## src/rtl/mem_arbiter_if.sv

```systemverilog
// mem_arbiter_if: bundles the two requester ports and the memory port of the arbiter.
//   Fetch requester : i_req_in, i_addr_in -> i_ack_out, i_rdata_out
//   Data requester  : d_req_in, d_we_in, d_be_in, d_addr_in, d_wdata_in -> d_ack_out, d_rdata_out
//   Memory port     : mem_en_out, mem_we_out, mem_be_out, mem_addr_out, mem_wdata_out <- mem_rdata_in
// The slave modport is the arbiter's view; the master modport is the view of the
// requesters and memory that surround it.
`timescale 1ns/1ps
interface mem_arbiter_if;
  logic        i_req_in;
  logic [31:0] i_addr_in;
  logic        i_ack_out;
  logic [31:0] i_rdata_out;

  logic        d_req_in;
  logic        d_we_in;
  logic [3:0]  d_be_in;
  logic [31:0] d_addr_in;
  logic [31:0] d_wdata_in;
  logic        d_ack_out;
  logic [31:0] d_rdata_out;

  logic        mem_en_out;
  logic        mem_we_out;
  logic [3:0]  mem_be_out;
  logic [31:0] mem_addr_out;
  logic [31:0] mem_wdata_out;
  logic [31:0] mem_rdata_in;

  modport slave (
    input  i_req_in, i_addr_in,
    input  d_req_in, d_we_in, d_be_in, d_addr_in, d_wdata_in,
    input  mem_rdata_in,
    output i_ack_out, i_rdata_out,
    output d_ack_out, d_rdata_out,
    output mem_en_out, mem_we_out, mem_be_out, mem_addr_out, mem_wdata_out
  );

  modport master (
    output i_req_in, i_addr_in,
    output d_req_in, d_we_in, d_be_in, d_addr_in, d_wdata_in,
    output mem_rdata_in,
    input  i_ack_out, i_rdata_out,
    input  d_ack_out, d_rdata_out,
    input  mem_en_out, mem_we_out, mem_be_out, mem_addr_out, mem_wdata_out
  );
endinterface

```

## src/rtl/mem_arbiter.sv

```systemverilog
// mem_arbiter: shares one single-port memory between an instruction-fetch port and
// a load/store port. One transaction is in flight at a time; ties are broken
// round-robin, fetch winning the first tie after reset.
// Ports:
//   clkin   system clock (rising edge)
//   rst_in  asynchronous active-high reset
//   bus     mem_arbiter_if.slave: fetch port, data port and memory port
// Parameter:
//   MEM_LAT memory read latency in cycles from mem_en_out to valid mem_rdata_in (1..4)
`timescale 1ns/1ps
module mem_arbiter #(
  parameter int MEM_LAT = 1
) (
  input  logic          clkin,
  input  logic          rst_in,
  mem_arbiter_if.slave  bus
);

  typedef enum logic [1:0] {IDLE, ISSUE, WAIT, DONE} state_t;

  // ISSUE is the first latency cycle, so WAIT covers the remaining MEM_LAT-1.
  localparam logic [1:0] WAIT_LOAD = 2'((MEM_LAT > 1) ? (MEM_LAT - 2) : 0);

  state_t      state;
  state_t      state_nxt;
  logic        grant_d;
  logic        last_d;
  logic        pick_d;
  logic        any_req;
  logic [1:0]  wait_cnt;
  logic        lat_we;
  logic [3:0]  lat_be;
  logic [31:0] lat_addr;
  logic [31:0] lat_wdata;
  logic [31:0] i_rdata_q;
  logic [31:0] d_rdata_q;
  logic        done_i;
  logic        done_d;
  logic        done_load;

  assign any_req = bus.i_req_in | bus.d_req_in;

  // On a tie the side that did not win last time is granted.
  always_comb begin
    pick_d = bus.d_req_in;
    if (bus.i_req_in && bus.d_req_in) begin
      pick_d = ~last_d;
    end
  end

  always_ff @(posedge clkin or posedge rst_in) begin
    if (rst_in) begin
      state <= IDLE;
    end else begin
      state <= state_nxt;
    end
  end

  always_comb begin
    state_nxt = state;
    case (state)
      IDLE:    if (any_req) state_nxt = ISSUE;
      ISSUE:   state_nxt = (MEM_LAT > 1) ? WAIT : DONE;
      WAIT:    if (wait_cnt == 2'd0) state_nxt = DONE;
      DONE:    state_nxt = IDLE;
      default: state_nxt = IDLE;
    endcase
  end

  always_ff @(posedge clkin or posedge rst_in) begin
    if (rst_in) begin
      grant_d   <= 1'b0;
      last_d    <= 1'b1;
      wait_cnt  <= 2'd0;
      lat_we    <= 1'b0;
      lat_be    <= 4'b0000;
      lat_addr  <= 32'd0;
      lat_wdata <= 32'd0;
      i_rdata_q <= 32'd0;
      d_rdata_q <= 32'd0;
    end else begin
      // Grant and request fields are frozen here for the whole transaction.
      if (state == IDLE && any_req) begin
        grant_d   <= pick_d;
        last_d    <= pick_d;
        lat_we    <= pick_d & bus.d_we_in;
        lat_be    <= pick_d ? bus.d_be_in : 4'b0000;
        lat_addr  <= pick_d ? bus.d_addr_in : bus.i_addr_in;
        lat_wdata <= pick_d ? bus.d_wdata_in : 32'd0;
      end
      if (state == ISSUE) begin
        wait_cnt <= WAIT_LOAD;
      end else if (state == WAIT && wait_cnt != 2'd0) begin
        wait_cnt <= wait_cnt - 2'd1;
      end
      // DONE is the cycle MEM_LAT after ISSUE, when read data is on mem_rdata_in.
      if (done_i) begin
        i_rdata_q <= bus.mem_rdata_in;
      end
      if (done_load) begin
        d_rdata_q <= bus.mem_rdata_in;
      end
    end
  end

  assign done_i    = (state == DONE) & ~grant_d;
  assign done_d    = (state == DONE) &  grant_d;
  assign done_load = done_d & ~lat_we;

  assign bus.mem_en_out    = (state == ISSUE);
  assign bus.mem_we_out    = lat_we;
  assign bus.mem_be_out    = lat_be;
  assign bus.mem_addr_out  = lat_addr;
  assign bus.mem_wdata_out = lat_wdata;

  assign bus.i_ack_out = done_i;
  assign bus.d_ack_out = done_d;

  // Read data is forwarded straight from memory during the ack cycle and held
  // in the capture register afterwards.
  assign bus.i_rdata_out = done_i    ? bus.mem_rdata_in : i_rdata_q;
  assign bus.d_rdata_out = done_load ? bus.mem_rdata_in : d_rdata_q;

endmodule

```

## src/flat_wrapper.sv

```systemverilog
// flat-port wrapper written by rule: the top's interface ports become plain ports
module mem_arbiter_flat 
#(
  parameter int MEM_LAT = 1
)
  (clkin, rst_in, bus_i_req_in, bus_i_addr_in, bus_d_req_in, bus_d_we_in, bus_d_be_in, bus_d_addr_in, bus_d_wdata_in, bus_mem_rdata_in, bus_i_ack_out, bus_i_rdata_out, bus_d_ack_out, bus_d_rdata_out, bus_mem_en_out, bus_mem_we_out, bus_mem_be_out, bus_mem_addr_out, bus_mem_wdata_out);
  mem_arbiter_if bus_i ();
  input  logic clkin;
  input  logic rst_in;
  input wire logic [$bits(bus_i.i_req_in)-1:0] bus_i_req_in;
  input wire logic [$bits(bus_i.i_addr_in)-1:0] bus_i_addr_in;
  input wire logic [$bits(bus_i.d_req_in)-1:0] bus_d_req_in;
  input wire logic [$bits(bus_i.d_we_in)-1:0] bus_d_we_in;
  input wire logic [$bits(bus_i.d_be_in)-1:0] bus_d_be_in;
  input wire logic [$bits(bus_i.d_addr_in)-1:0] bus_d_addr_in;
  input wire logic [$bits(bus_i.d_wdata_in)-1:0] bus_d_wdata_in;
  input wire logic [$bits(bus_i.mem_rdata_in)-1:0] bus_mem_rdata_in;
  output wire logic [$bits(bus_i.i_ack_out)-1:0] bus_i_ack_out;
  output wire logic [$bits(bus_i.i_rdata_out)-1:0] bus_i_rdata_out;
  output wire logic [$bits(bus_i.d_ack_out)-1:0] bus_d_ack_out;
  output wire logic [$bits(bus_i.d_rdata_out)-1:0] bus_d_rdata_out;
  output wire logic [$bits(bus_i.mem_en_out)-1:0] bus_mem_en_out;
  output wire logic [$bits(bus_i.mem_we_out)-1:0] bus_mem_we_out;
  output wire logic [$bits(bus_i.mem_be_out)-1:0] bus_mem_be_out;
  output wire logic [$bits(bus_i.mem_addr_out)-1:0] bus_mem_addr_out;
  output wire logic [$bits(bus_i.mem_wdata_out)-1:0] bus_mem_wdata_out;
  assign bus_i.i_req_in = bus_i_req_in;
  assign bus_i.i_addr_in = bus_i_addr_in;
  assign bus_i.d_req_in = bus_d_req_in;
  assign bus_i.d_we_in = bus_d_we_in;
  assign bus_i.d_be_in = bus_d_be_in;
  assign bus_i.d_addr_in = bus_d_addr_in;
  assign bus_i.d_wdata_in = bus_d_wdata_in;
  assign bus_i.mem_rdata_in = bus_mem_rdata_in;
  assign bus_i_ack_out = bus_i.i_ack_out;
  assign bus_i_rdata_out = bus_i.i_rdata_out;
  assign bus_d_ack_out = bus_i.d_ack_out;
  assign bus_d_rdata_out = bus_i.d_rdata_out;
  assign bus_mem_en_out = bus_i.mem_en_out;
  assign bus_mem_we_out = bus_i.mem_we_out;
  assign bus_mem_be_out = bus_i.mem_be_out;
  assign bus_mem_addr_out = bus_i.mem_addr_out;
  assign bus_mem_wdata_out = bus_i.mem_wdata_out;
  mem_arbiter #(.MEM_LAT(MEM_LAT)) u_core (.clkin(clkin), .rst_in(rst_in), .bus(bus_i));
endmodule
```

## config.mk

```make
export PLATFORM = sky130hd
export DESIGN_NAME = mem_arbiter_flat
export DESIGN_NICKNAME = d
export VERILOG_FILES = /design/src/rtl/mem_arbiter_if.sv /design/src/rtl/mem_arbiter.sv /design/src/flat_wrapper.sv
export SDC_FILE = /design/constraint.sdc
export NUM_CORES = 1
export LEC_CHECK = 0
export BUFFER_PORTS_ARGS = -buffer_cell sky130_fd_sc_hd__buf_2
export CORE_AREA = 2 2 112 114
export CTS_CLUSTER_DIAMETER = 50
export DETAILED_ROUTE_END_ITERATION = 10
export DIE_AREA = 0 0 114 116
export GPL_ROUTABILITY_DRIVEN = 0
export HOLD_SLACK_MARGIN = 0.03
export PLACE_DENSITY_LB_ADDON = 0.3
export SYNTH_ARGS = -nofsm -noshare
export SYNTH_HDL_FRONTEND = slang
export SYNTH_SLANG_ARGS = --single-unit
```

## constraint.sdc

```tcl
create_clock -name clkin -period 5.3 [get_ports clkin]
set_input_delay 0.53 -clock clkin [delete_from_list [all_inputs] [get_ports clkin]]
set_output_delay 0.53 -clock clkin [all_outputs]
set_load 0.05 [all_outputs]
```

Word-level counts from Yosys, hierarchy flattened
Cells that the tools add are included.
Widths: inputs -> output; s select.
{ "classes": {"eq_ne": 5, "reduce_logical": 8, "n_addsub": 1, "bitwise_logic": 8, "muxes": 11} }
{ "op_table": {"columns": ["cell", "n"], "rows": [
  ["$mux 32", 4],
  ["$mux 2", 4],
  ["$pmux 2 s4", 1],
  ["$and 1x1->1", 4],
  ["$eq 2x2->1 const B", 2],
  ["$logic_not 2->1", 2],
  ["$mux 4", 1],
  ["$ne 2x1->1 const B", 2],
  ["$reduce_bool 2->1", 2],
  ["$logic_and 1x1->1", 3],
  ["$not 1->1", 3],
  ["$eq 2x1->1 const B", 1],
  ["$reduce_and 2->1", 1],
  ["$sub 2x1->2 const B", 1],
  ["$mux 1", 1],
  ["$or 1x1->1", 1]
]} }
{ "word_totals": {"regBits": 139} }

Logic depth before layout (Yosys ltp)
{ "depth": {"depth_word": 4, "ltp_mapped": 6} }

Worst setup path after synthesis
OpenSTA, ideal clock, no wires.
{ "synth_timing": {"path_kind": "register to output", "start": "reg u_core.state[0]", "end": "out bus_d_rdata_out[6]", "arrival_time_ns": 1.913, "path_buffers": 2, "setup_slack_ns": 2.857, "path_stages_with_launch": 7, "cell_sequence": "dfrtp_1 ha_1 and2_1 nand2b_1 clkbuf_2 buf_4 mux2_1"} }
{ "synth_via": {"elab_chain_len": 4} }
{ "synth_rtl": {"columns": ["item", "line_no", "text"], "rows": [
  ["start: declaration", "mem_arbiter.sv:24", "state_t state;"],
  ["start signal: assignment", "mem_arbiter.sv:55", "state <= state_nxt;"],
  ["$eq 2x2->1", "mem_arbiter.sv:107", "assign done_d = (state == DONE) & grant_d;"],
  ["$and 1x1->1", "mem_arbiter.sv:107", null],
  ["via bus_d_ack_out", "flat_wrapper.sv:20", "output wire logic [$bits(bus_i.d_ack_out)-1:0] bus_d_ack_out;"],
  ["$and 1x1->1", "mem_arbiter.sv:108", "assign done_load = done_d & ~lat_we;"],
  ["$mux 32", "mem_arbiter.sv:122", "assign bus.d_rdata_out = done_load ? bus.mem_rdata_in : d_rdata_q;"],
  ["end: declaration", "flat_wrapper.sv:21", "output wire logic [$bits(bus_i.d_rdata_out)-1:0] bus_d_rdata_out;"]
]} }
The timed path passes the listed nets, and every way through them passes these cells.

Worst setup path after layout
{ "layout_timing": {"start": "reg u_core.state[0]", "end": "out bus_d_rdata_out[9]"} }
{ "layout_via": {"elab_chain_len": 4} }
{ "layout_rtl": {"columns": ["item", "line_no"], "rows": [
  ["$eq 2x2->1", "mem_arbiter.sv:107"],
  ["$and 1x1->1", "mem_arbiter.sv:107"],
  ["$and 1x1->1", "mem_arbiter.sv:108"],
  ["$mux 32", "mem_arbiter.sv:122"]
]} }
Every way passes these cells.

==> results <==
- The flow ran to the end, and the final reports show no timing, DRC or antenna violations.
- The wire length reported by the detailed router is 14000 um.
- The minimum setup slack among reg-to-reg paths is 3200 ps.
- The TritonCTS buffer count is 17.
- The area after detailed placement is just under 7000 um2.
- The tool flagged a number of max-cap violations equal to 0.
- Global routing used 21.5% of the available tracks.
- Clock-pin slew was measured on the worst setup and hold paths at around 60 ps.
- Final hold analysis gives a worst-case slack of 243 ps.
- The clock sink count is 139.
- The mean instance size in the synthesized netlist is 12.8 um2.
- The detail route stage leaves a number of antenna-violating nets equal to 0.
- The count of distinct cell types in the synthesized netlist is 27.
- The via count of the first global-routing pass is 4306.
- The class of the most critical hold timing path is in2async.
- The CTS tree is done.
- In this run the critical register-to-register path is launched from u_core.state[0]$_DFFE_PP0P_.
- 273 I/O pins were placed.
- The fraction of final layout cells with drive strength greater than 1 is 53.5%.
- For this block, the initial DRC count from the detailed router was 247.
- STA classifies the critical path startpoint as a register.
- The final count of pins violating max slew is 0.
- Based on the critical path, the design can be clocked at up to 358 MHz.
- For this configuration, the core starts out at a cell density of 45.8%.
- Counting flops with a built-in enable in the synthesized netlist gives 0.
- After clock tree synthesis, the repair step resized 0 gates.
- The number of failing hold endpoints at the final stage came to 0.
- In the routed layout, each cell is associated on average with a via count of slightly above 5.
- Summing the sequential cell areas from Yosys gives about 64% of the chip area.
- The level count of the clock H-tree is 4.
- Timing analysis after detailed placement gives a worst setup slack of 2900 ps.
- Adding up every negative setup slack in the final design gives 0 ps.
- The clock arrives with 9.25 ps of skew.
- Post-CTS timing repair inserted 0 buffers for setup.
- The root buffer cell is clkbuf_16.
- The data arrival time of the critical path is 2260 ps.
- Summing every instance area after synthesis gives between 5000 and 6000 um2.
- The wire length of the first global-routing pass is 21900 um.
- STA classifies the critical path endpoint as a primary output.
- The data required time at the worst endpoint is 4770 ps.
- The worst setup slack after layout is approximately 2500 ps.
- For the worst-skew pair, the clock arrives at the later sink with an insertion delay of 410 ps.
- The routed layout has 4334 vias.
- Subtracting the final worst setup slack from the clock period gives between 2000 and 3000 ps.
- The die span in y is 116 um.
- No sink is reached through more buffers than the 2 on the longest clock path.
- The fraction of registers with async set/reset is 100%.
- The number of antenna violations at the first check in global routing is 0.
- After floorplanning, the core was divided into 40 placement rows.
- In this run the standard cell core region covers 11900 um2.
- The count of state elements after synthesis is 139.
- The endpoint of the lowest-slack register-to-register path is u_core.bus.mem_addr_out[6]$_DFFE_PP0P_.
- Setup repair after global routing left no endpoint under its margin.
- The top flip-flop cell by instance count after synthesis is dfrtp_1.
- The remaining global-route overflow is 0.
- The antenna diode instance count is 0.
- The die is 114 um wide.
- The net total in the final layout is around 840.
- Synthesis handed over a netlist of 426 instances.
- The class of the most critical setup path is reg2out.
- The normalized max-slew margin is between 20% and 30%.
- By area the synthesized netlist is led by dfrtp_1 63%, mux2_2 13%, a21oi_1 6.0%.
- The synthesis-to-finish area growth is 36.9%.
- The count of buffers from port buffering is 272.
- The final non-filler cell area is 7470 um2.
- In the final routed layout, each cell accounts on average for 16.4 um.
- In the finished design, the share of the clock period the worst path needs comes to 52.6%.
- Before antenna repair, the detailed router went through 4 iterations.
- The HPWL reported at the end of detailed placement is 10100 um.
- For the pin with the worst max-slew slack, the measured transition is 1180 ps.
- Measured in cells, the most critical reg-to-reg path has a length of 5.
- The die covers 13200 um2.
- The portion of synthesized cell area occupied by the leading cell type is a little over three fifths.
- The largest total area in the synthesized netlist belongs to dfrtp_1.
- The synthesis warning total is 0.
- The post-synth net total is about 570.
- The total of endpoints with negative setup slack in the final report is 0.
- Hold repair after CTS inserted 0 buffers.
- For this run, design rule violations remaining after detail routing come to 0.
- In this run the worst path has a maximum fanout of 32.
- The pin count of the biggest net entering global routing is 80.
-- cells in the mapped netlist (all sizes together) (2+ instances only) --
| master | n |
|---|---|
| dfrtp | 138 |
| mux2 | 66 |
| a21oi | 65 |
| a22o | 37 |
| nor2 | 35 |
| nand2 | 32 |
| buf | 16 |
| clkbuf | 12 |
| inv | 6 |
| ha | 5 |
| a21o | 2 |
| and2 | 2 |
| nand2b | 2 |
-- worst max-delay path, stage by stage (launching register included) --
cell and delay, ps:
dfrtp_1 390, ha_1 230, and2_1 170, nand2b_1 60, buf_4 370, mux2_2 400
buf_2 220
-- routing by layer --
layer | vias to the layer above | track usage, % | share of wire (%)
li1 | 2025 | - | -
met1 | 2091 | 26.5 | 40
met2 | 195 | 35.0 | 50
met3 | 23 | 7.32 | 8.2
met4 | 0 | 8.86 | 2.1
met5 | - | 0 | 0
-- metrics by stage --
stage                     cells  util (%)
after floorplan             426         -
after global routing        853      62.8
final                       853      62.8
after CTS                   853      62.8
after global placement      822      58.0
after detailed placement    822      58.0
-- cell usage in the layout, fill, tap and decap left out, types with 2 or more instances in the layout --
master | netlist | layout
buf_2 | 10 | 272
clkinv_2 | 0 | 6
inv_1 | 6 | 5
nor2_1 | 35 | 35
a22o_1 | 37 | 37
a21oi_1 | 65 | 65
bufinv_16 | 0 | 2
inv_6 | 0 | 2
clkinvlp_4 | 0 | 2
nand2_1 | 32 | 32
ha_1 | 5 | 5
mux2_2 | 65 | 65
buf_4 | 3 | 5
a21o_1 | 2 | 2
nand2b_1 | 2 | 2
clkbuf_16 | 0 | 17
dfrtp_1 | 138 | 138
-- cell type report --
type / instances / area [um2]
Fill cell: 944 / 4440
Sequential cell: 139 / 3480
Multi-Input combinational cell: 253 / 1820
Timing Repair Buffer: 277 / 1400
Clock buffer: 19 / 443
Tap cell: 147 / 184
Clock inverter: 12 / 123
Inverter: 6 / 27.5
-- how the worst max path moves through the flow --
stage                                            from                                     end  slack (ps)  depth (start not counted)
after floorplan                                rst_in  u_core.bus.mem_addr_out[0]$_DFFE_PP0P_        1050                          1
after global placement    u_core.state[0]$_DFFE_PP0P_                     bus_d_rdata_out[21]        2980                          6
after detailed placement  u_core.state[0]$_DFFE_PP0P_                      bus_d_rdata_out[9]        2900                          6
after CTS                 u_core.state[0]$_DFFE_PP0P_                     bus_d_rdata_out[29]        2470                          6
after global routing      u_core.state[1]$_DFFE_PP0P_                     bus_d_rdata_out[11]        2360                          6
final                     u_core.state[0]$_DFFE_PP0P_                      bus_d_rdata_out[9]        2510                          6
-- state kept, by name, indices dropped and copies added, names as in the netlist --
register and count:
u_core.bus.mem_be_out 4, u_core.d_rdata_q 32, u_core.bus.mem_wdata_out 32, u_core.bus.mem_we_out 1
u_core.bus.mem_addr_out 32, u_core.last_d 1, u_core.i_rdata_q 32, u_core.grant_d 1
u_core.wait_cnt 2, u_core.state 2
-- logic make-up after synthesis --
| family | Yosys count | synth area share, % |
|---|---|---|
| adder cells (fa/ha/maj) | 5 | 1.15 |
| XOR/XNOR | 1 | 0.160 |
| buffers and inverters | 34 | 3.07 |
| flip-flops | 139 | 63.7 |
| AND/OR/NAND/NOR | 72 | 5.23 |
| AO/OA/AOI/OAI | 108 | 12.9 |
| multiplexers | 67 | 13.8 |
Power is left out: the tool's default activity adds up to more than one toggle a clock period on the data nets, which glitch-free logic cannot reach.
